## src/rtl/gobou_ctrl_relu_pkg.sv

```systemverilog
// Shared definitions for the gobou relu-stage controller and its datapath neighbours.
// RELU_LAT lives here so gobou_relu and this controller always agree on latency.
package gobou_ctrl_relu_pkg;

    localparam int LWIDTH_DEF     = 10;
    localparam int OADDRWIDTH_DEF = 12;
    localparam int RELU_LAT       = 1;

    typedef enum logic [1:0] {
        S_IDLE  = 2'd0,
        S_RUN   = 2'd1,
        S_DRAIN = 2'd2,
        S_DONE  = 2'd3
    } state_t;

endpackage

```

## src/rtl/gobou_delay_line.sv

```systemverilog
// Parameterised shift register with async active-low reset.
// o_pre is the value that o_q will show one cycle later, for aligning side registers.
module gobou_delay_line #(
    parameter int DEPTH = 1,
    parameter int WIDTH = 1
) (
    input  logic             clk,
    input  logic             xrst,
    input  logic [WIDTH-1:0] i_d,
    output logic [WIDTH-1:0] o_pre,
    output logic [WIDTH-1:0] o_q
);

    logic [WIDTH-1:0] r_sr [DEPTH];

    always_ff @(posedge clk or negedge xrst) begin
        if (!xrst) begin
            for (int i = 0; i < DEPTH; i++) begin
                r_sr[i] <= '0;
            end
        end else begin
            r_sr[0] <= i_d;
            for (int i = 1; i < DEPTH; i++) begin
                r_sr[i] <= r_sr[i-1];
            end
        end
    end

    generate
        if (DEPTH == 1) begin : g_pre_in
            assign o_pre = i_d;
        end else begin : g_pre_sr
            assign o_pre = r_sr[DEPTH-2];
        end
    endgenerate

    assign o_q = r_sr[DEPTH-1];

endmodule

```

## src/rtl/gobou_ctrl_relu.sv

```systemverilog
// Sequencer for the gobou relu stage: gates relu enable, delays the bias valid to
// match relu latency and writes results into output memory, then acks the core.
//
//   state   | meaning
//   S_IDLE  | waiting for req; config latched on accept
//   S_RUN   | accepting in_valid words until out_size have arrived
//   S_DRAIN | waiting for the delayed writes to finish
//   S_DONE  | one-cycle ack, back to S_IDLE
module gobou_ctrl_relu #(
    parameter int LWIDTH     = gobou_ctrl_relu_pkg::LWIDTH_DEF,
    parameter int OADDRWIDTH = gobou_ctrl_relu_pkg::OADDRWIDTH_DEF,
    parameter int RELU_LAT   = gobou_ctrl_relu_pkg::RELU_LAT
) (
    input  logic                  clk,
    input  logic                  xrst,
    input  logic                  req,
    input  logic [LWIDTH-1:0]     out_size,
    input  logic [OADDRWIDTH-1:0] out_offset,
    input  logic                  relu_on,
    input  logic                  in_valid,
    output logic                  relu_en,
    output logic                  relu_bypass,
    output logic                  mem_we,
    output logic [OADDRWIDTH-1:0] mem_addr,
    output logic                  busy,
    output logic                  ack
);

    import gobou_ctrl_relu_pkg::state_t;
    import gobou_ctrl_relu_pkg::S_IDLE;
    import gobou_ctrl_relu_pkg::S_RUN;
    import gobou_ctrl_relu_pkg::S_DRAIN;
    import gobou_ctrl_relu_pkg::S_DONE;

    localparam logic [LWIDTH-1:0] ONE_L = 1;

    state_t                r_state;
    state_t                w_state_nxt;
    logic [LWIDTH-1:0]     r_size;
    logic [LWIDTH-1:0]     r_in_cnt;
    logic [LWIDTH-1:0]     r_wr_cnt;
    logic [OADDRWIDTH-1:0] r_offset;
    logic [OADDRWIDTH-1:0] r_mem_addr;
    logic                  r_relu_on;
    logic                  w_start;
    logic                  w_acc_valid;
    logic                  w_last_in;
    logic                  w_pre_we;
    logic                  w_mem_we;

    assign w_start     = (r_state == S_IDLE) && req;
    assign w_acc_valid = in_valid && (r_state == S_RUN);
    assign w_last_in   = w_acc_valid && ((r_in_cnt + ONE_L) == r_size);

    always_comb begin
        w_state_nxt = r_state;
        case (r_state)
            S_IDLE:  if (req) w_state_nxt = (out_size == '0) ? S_DONE : S_RUN;
            S_RUN:   if (w_last_in) w_state_nxt = S_DRAIN;
            S_DRAIN: if (r_wr_cnt == r_size) w_state_nxt = S_DONE;
            S_DONE:  w_state_nxt = S_IDLE;
            default: w_state_nxt = S_IDLE;
        endcase
    end

    always_ff @(posedge clk or negedge xrst) begin
        if (!xrst) begin
            r_state   <= S_IDLE;
            r_size    <= '0;
            r_offset  <= '0;
            r_relu_on <= 1'b0;
            r_in_cnt  <= '0;
        end else begin
            r_state <= w_state_nxt;
            if (w_start) begin
                r_size    <= out_size;
                r_offset  <= out_offset;
                r_relu_on <= relu_on;
                r_in_cnt  <= '0;
            end else if (w_acc_valid) begin
                r_in_cnt <= r_in_cnt + ONE_L;
            end
        end
    end

    gobou_delay_line #(
        .DEPTH (RELU_LAT),
        .WIDTH (1)
    ) u_valid_dly (
        .clk   (clk),
        .xrst  (xrst),
        .i_d   (w_acc_valid),
        .o_pre (w_pre_we),
        .o_q   (w_mem_we)
    );

    // Address is loaded on the same edge that raises mem_we, so it lines up with the tap.
    always_ff @(posedge clk or negedge xrst) begin
        if (!xrst) begin
            r_wr_cnt   <= '0;
            r_mem_addr <= '0;
        end else if (w_start) begin
            r_wr_cnt <= '0;
        end else if (w_pre_we) begin
            r_mem_addr <= r_offset + OADDRWIDTH'(r_wr_cnt);
            r_wr_cnt   <= r_wr_cnt + ONE_L;
        end
    end

    assign relu_en     = w_acc_valid && r_relu_on;
    assign relu_bypass = ~(r_relu_on && (r_state != S_IDLE));
    assign mem_we      = w_mem_we;
    assign mem_addr    = r_mem_addr;
    assign busy        = (r_state != S_IDLE);
    assign ack         = (r_state == S_DONE);

endmodule

```

## config.mk

```make
export PLATFORM = sky130hd
export DESIGN_NAME = gobou_ctrl_relu
export DESIGN_NICKNAME = d
export VERILOG_FILES = /design/src/rtl/gobou_ctrl_relu_pkg.sv /design/src/rtl/gobou_delay_line.sv /design/src/rtl/gobou_ctrl_relu.sv
export SDC_FILE = /design/constraint.sdc
export NUM_CORES = 1
export LEC_CHECK = 0
export CAP_MARGIN = 20
export CORE_MARGIN = 10
export CORE_UTILIZATION = 45
export DETAILED_ROUTE_END_ITERATION = 16
export GPL_TIMING_DRIVEN = 0
export PLACE_DENSITY = 0.67
export SYNTH_ARGS = -nofsm -noshare
export SYNTH_HDL_FRONTEND = slang
export SYNTH_SLANG_ARGS = --single-unit
```

## constraint.sdc

```tcl
create_clock -name clk -period 6.04 [get_ports clk]
set_input_delay 1.208 -clock clk [delete_from_list [all_inputs] [get_ports clk]]
set_output_delay 1.208 -clock clk [all_outputs]
set_load 0.05 [all_outputs]
```

==> qor.yml, run 1 <==
status:
  status: "complete, no violations"
pwr:
  p_clk_frac: 0.427
  p_total_mw: 0.727
  p_per_area_nw_per_um2: 174
  intPower_mw: 0.563
  power.share.switching: 0.225
  ir_drop_uv: 107
  p_leak_nw: 2.02
  combPwrFrac: 0.038
  switchingPower_mw: 0.164
  seqPwrFrac: 0.535
layout:
  final_common_cell: "nand2_1"
  diodes: 0
  drive_gt1_frac: 0.0596
  utilization: 0.569
  regArea_um2: 1450
  mostFrequentLayoutCells: "94 x nand2_1, 58 x dfrtp_1, 42 x clkdlybuf4s50_1, 27 x xor2_1, 25 x nor2_1"
  area_growth_pct: 21.3
  nets: 493
  multi_input_area_um2: 1860
  n_fill_cell: 667
worst_setup_path:
  critical_path_class: "in2out"
  max_stage_delay_ns: 0.82
  cp_data_arrival_time_ns: 2.67
  critical-path-top-delay-family: "buffers and inverters"
  slowest_stage: "clkdlybuf4s50_1"
  crit_buf_inv: 2
  startpoint_type: "input port"
  cp.required_ns: 4.83
  end_kind: "output port"
  crit_top_cell: "clkdlybuf4s50_1"
  cp_max_fo: 2
  crit_chain: "clkdlybuf4s50_1, and3_1, clkdlybuf4s50_1"
clocking:
  cts_tree: "yes"
  cts.path.max_buffers: 2
  h-tree-depth: 3
  post_cts_buffers: 0
  cts_root_buffer: "clkbuf_8"
  cts_inserted_buffers: 9
  clkSinkCount: 58
  clk_pin_slew_ns: 0.07
  cts_hold_buf: 0
  post_cts_resized: 0
  clk_latency_ns: 0.34
synth:
  netlist_instances: 393
  syn_area_um2: 3440
  synthArstFlopShare: 1.00
  seq_area_frac_synth: 0.422
  synth_edf_count: 0
  ys_types: 53
  postSynthAreaPerCell_um2: 8.75
  yosysWarnings: 0
  ys_ff_latch: 58
  synthFlopType: "dfrtp_1"
  synth_fp_nets: 438
route:
  drtIter0Drc: 152
  wirelength_um: 8240
  viasPerCell: 5.25
  ant_nets: 0
  remaining_drc_errors: 0
  wire_per_inst_um: 14.9
  vias: 2896
  detail_route.first_pass.iterations: 4
sta:
  fin_crit_sh: 0.642
  max_freq_mhz: 258
  min_period_ns: 3.88
  setup_viol: 0
  hold_viol: 0
  worst_slew_pin_slew_ns: 0.676
  skew_ns: 0.00762
  rsz0062_at_grt: "no"
  finalWorstSetupSlack_ns: 2.16
  final.setup.tns_ns: 0
  slew_viol_final: 0
  slew_headroom: 0.549
die:
  num_rows: 31
  die_w_um: 107
  core_um2: 7330
  die_h_um: 107
  start_util: 0.469
  die_area_um2: 11500
  ios: 44
placement:
  pre_cts_ws_ns: 2.16
  place.port_buffers: 43
  hpwl_um: 6290
  place.gp.congestion: 0.866
global_route:
  gr-total-overflow: 0
  grt_max_degree: 32
  antenna_found_initial: 0
  grt_pass1_vias: 2944
  grt_pass1_wl_um: 14100
  grt_usage: 0.151
min_path:
  min_path_type: "reg2reg"
flow_run:
  cap_violations: 0
-- area by class of cell --
type,instances,share of cell area
sequential,58,0.348
multi-input combinational,306,0.446
buffer,16,0.0186
clock inverter,3,0.00360
inverter,13,0.0117
clock buffer,13,0.0357
tap,99,0.0297
timing repair buffer,44,0.107
-- per-stage QoR --
| step | hold slack (ns) | instance area [µm²] | instances |
|---|---|---|---|
| after floorplan | 0.450 | 3440 | 393 |
| after global placement | 0.462 | 3990 | 535 |
| after detailed placement | 0.470 | 4010 | 536 |
| after CTS | 0.485 | 4170 | 552 |
| after global routing | 0.516 | 4170 | 552 |
| final | 0.485 | 4170 | 552 |
-- cell families after synthesis --
kind of cell | count (synthesis) | synth area share
AOI/OAI and AO/OA | 66 | 0.126
xor gates and xnor gates | 39 | 0.0994
adders and majority gates | 18 | 0.0677
buffers and inverters | 29 | 0.0368
DFF | 58 | 0.422
muxes | 3 | 0.00910
and+or+nand+nor | 180 | 0.239
-- power groups by stage --
stage | logic, mW | registers [mW] | clock network, mW
after floorplan | 0.000568 | 0.396 | 0
after global placement | 0.0269 | 0.396 | 0
after detailed placement | 0.0280 | 0.396 | 0
after CTS | 0.0282 | 0.388 | 0.316
after global routing | 0.0305 | 0.388 | 0.337
final | 0.0276 | 0.388 | 0.311
-- sequential cells by signal, indices dropped and copies added, names as in the netlist --
register / cells
r_wr_cnt: 10
r_relu_on: 1
r_state: 2
u_valid_dly.o_q: 1
r_in_cnt: 10
r_offset: 12
mem_addr: 12
r_size: 10
-- Yosys cell counts (4+ instances only) --
| master | count | area share |
|---|---|---|
| xnor2_1 | 12 | 0.031 |
| clkbuf_1 | 10 | 0.011 |
| a211oi_1 | 5 | 0.011 |
| nor2b_1 | 7 | 0.013 |
| dfrtp_1 | 58 | 0.42 |
| xor2_1 | 27 | 0.069 |
| nand2_1 | 94 | 0.10 |
| or3_1 | 5 | 0.0091 |
| a21o_1 | 4 | 0.0087 |
| inv_1 | 12 | 0.013 |
| nor2_1 | 25 | 0.027 |
| nand3_1 | 7 | 0.010 |
| and3_1 | 4 | 0.0073 |
| nand4_1 | 8 | 0.015 |
| a21oi_1 | 14 | 0.020 |
| nor4_1 | 5 | 0.0091 |
| nor3_1 | 12 | 0.017 |
| o21ai_0 | 16 | 0.023 |
| ha_1 | 17 | 0.062 |
-- worst min-delay path, delay by kind of cell, from the launching register on --
family             cells  cell delay, ns
DFF                    1            0.34
AOI/OAI and AO/OA      1            0.06
and+or+nand+nor        1            0.05
-- per-layer routing --
metal,GRT usage,up-vias,routed length [µm]
li1,-,1450,-
met4,0.0601,0,98
met5,0,-,0
met2,0.225,63,3620
met3,0.0329,10,429
met1,0.207,1373,4090
-- final timing paths --
path                        startpoint            to  slack, ns  cells past startpoint
max                           in_valid       relu_en       2.16                      3
min                        mem_addr[3]   mem_addr[3]       0.48                      2
max reg2reg                r_wr_cnt[6]  mem_addr[11]       3.59                      7
min reg2reg                mem_addr[3]   mem_addr[3]       0.48                      2
max in group asynchronous         xrst    r_state[0]       4.53                      2
min in group asynchronous         xrst   mem_addr[4]       0.91                      1
Power figures use the tool's default switching activity.
==> run 2: changes to the inputs <==
Settings changed: PLACE_DENSITY 0.67 to 0.7.
Clock period 6.04 ns to 3.3 ns, I/O delays scaled along.
==> run 2 against run 1 <==
  * Setup slack worse by 1.7 ns
  * Critical path type is now reg2out
  * Sequential share of layout area is 0.16 points lower
  * Worst hold slack worse by 0.20 ns
  * Via count grew 1.4%
  * Cell area up 0.45%
  * Die area is the same
  * First-iteration DRC count is 3.3% lower
  * Sequential cell count stayed put
  * Critical endpoint unchanged
==> qor.yml, run 2 (same netlist as run 1, synthesis figures left out) <==
status:
  status: "complete, no violations"
sta:
  finalWorstSetupSlack_ns: 0.454  # -1.71 ns
  worst_slew_pin_slew_ns: 0.609  # -0.0665 ns
  skew_ns: 0.00835  # +0.000728 ns
  hold_viol: 0  # unchanged
  max_freq_mhz: 351
  final.setup.tns_ns: 0  # unchanged
  min_period_ns: 2.85
  rsz0062_at_grt: "no"
  slew_viol_final: 0  # unchanged
  fin_crit_sh: 0.862
  holdWs_ns: 0.285  # -0.200 ns
  setup_viol: 0  # unchanged
  slew_headroom: 0.590  # +0.0406
route:
  dr_wl_met3_um: 523  # +22%
  top_layer: "met4"
  detail_route.first_pass.iterations: 4  # unchanged
  wirelength_um: 8410  # +2.1%
  ant_nets: 0  # unchanged
  wl_met1_um: 3960  # -3.1%
  dr_wl_met2_um: 3760  # +3.9%
  remaining_drc_errors: 0  # unchanged
  drtIter0Drc: 147  # -3.3%
  wire_per_inst_um: 15.2  # +2.1%
  viasPerCell: 5.32  # +1.4%
  vias: 2937  # +1.4%
placement:
  pre_cts_ws_ns: 0.555  # -1.61 ns
  placed_cell_area_um2: 4010  # unchanged
  place.gp.congestion: 0.856  # -1.2%
  placed_cells: 536  # unchanged
  hpwl_um: 6320  # +0.39%
  place.port_buffers: 43  # unchanged
layout:
  final_cells: 552  # unchanged
  mostFrequentLayoutCells: "94 x nand2_1, 58 x dfrtp_1, 42 x clkdlybuf4s50_1, 27 x xor2_1, 25 x nor2_1"
  nets: 493  # unchanged
  stdcell_area_um2: 4190  # +0.45%
  drive_gt1_frac: 0.0618  # +0.00221
  diodes: 0  # unchanged
  final_common_cell: "nand2_1"
  area_growth_pct: 21.9
  utilization: 0.571  # +0.00256
clocking:
  clk_latency_ns: 0.34  # about the same
  h-tree-depth: 3  # unchanged
  cts_inserted_buffers: 9  # unchanged
  cts_root_buffer: "clkbuf_8"
  cts_hold_buf: 0  # unchanged
  clk_pin_slew_ns: 0.07  # about the same
  post_cts_buffers: 0  # unchanged
  cts.path.max_buffers: 2  # unchanged
  cts_tree: "yes"
  post_cts_resized: 0  # unchanged
  clkSinkCount: 58  # unchanged
die:
  die_w_um: 107  # unchanged
  core_um2: 7330  # unchanged
  ios: 44  # unchanged
  num_rows: 31  # unchanged
  die_h_um: 107  # unchanged
  die_area_um2: 11500  # unchanged
  start_util: 0.469  # unchanged
flow_run:
  cap_violations: 0  # unchanged
worst_setup_path:
  startpoint_type: "flop"
  end_kind: "output port"
  cp.required_ns: 2.64  # -2.19 ns
  critical_path_class: "reg2out"
  cp_data_arrival_time_ns: 2.19  # -0.48 ns
  cp_max_fo: 7  # +5
global_route:
  grt_pass1_vias: 2895  # -1.7%
  antenna_found_initial: 0  # unchanged
  gr-total-overflow: 0  # unchanged
  grt_max_degree: 39  # +22%
  grt_usage: 0.153  # +0.00203
  grt_pass1_wl_um: 14200  # +0.64%
pwr:
  p_per_area_nw_per_um2: 327  # +88%
  p_total_mw: 1.37  # +89%
  ir_drop_uv: 225  # +110%
  p_leak_nw: 2.03  # +0.46%
min_path:
  min_path_type: "in2async"
==> run 2: cell count changes in the layout (fill, tap and decap cells not counted), sizes merged <==
cell    change
clkinv      -1
clkbuf      +1
==> run 2: critical path, cell delays in order (launching register included) <==
cell and delay, ns:
dfrtp_1 0.40, inv_1 0.14, ha_1 0.32, and3_1 0.19, clkdlybuf4s50_1 0.80
==> run 2: worst paths after layout <==
check / startpoint / end / slack [ns] / cells after the start
max: r_state[1] / relu_en / 0.45 / 4
min in group clk: mem_addr[7] / mem_addr[7] / 0.48 / 2
max in group asynchronous: xrst / r_wr_cnt[0] / 2.43 / 2
min reg2reg: mem_addr[7] / mem_addr[7] / 0.48 / 2
max reg2reg: r_wr_cnt[0] / mem_addr[10] / 0.67 / 9
min: xrst / r_offset[2] / 0.29 / 1
==> run 2: layout make-up <==
cell class,count,area [µm²]
fillers,666,3140
flip-flops and latches,58,1450
well taps,99,124
inverters,13,48.8
plain buffers,16,77.6
clock inverters,2,10.0
clock buffers,14,173
repair buffers,44,445
multi-input cells,306,1860
==> run 2: report_power, final <==
part / switching (mW) / internal (mW)
Clock: 0.276 / 0.332
Sequential: 0 / 0.711
Combinational: 0.0213 / 0.0294
Total: 0.297 / 1.07
==> run 2: routing by layer <==
layer  global-route usage  vias up
met3               0.0515       14
met1                0.195     1390
met5                    0        -
met2                0.234       77
met4               0.0573        0
li1                     -     1456
==> run 3: changes to the inputs <==
Settings changed: CAP_MARGIN 20 to 10.
==> results of run 3 <==
Same layout as run 2: the final DEF is identical, and so are final timing and power.
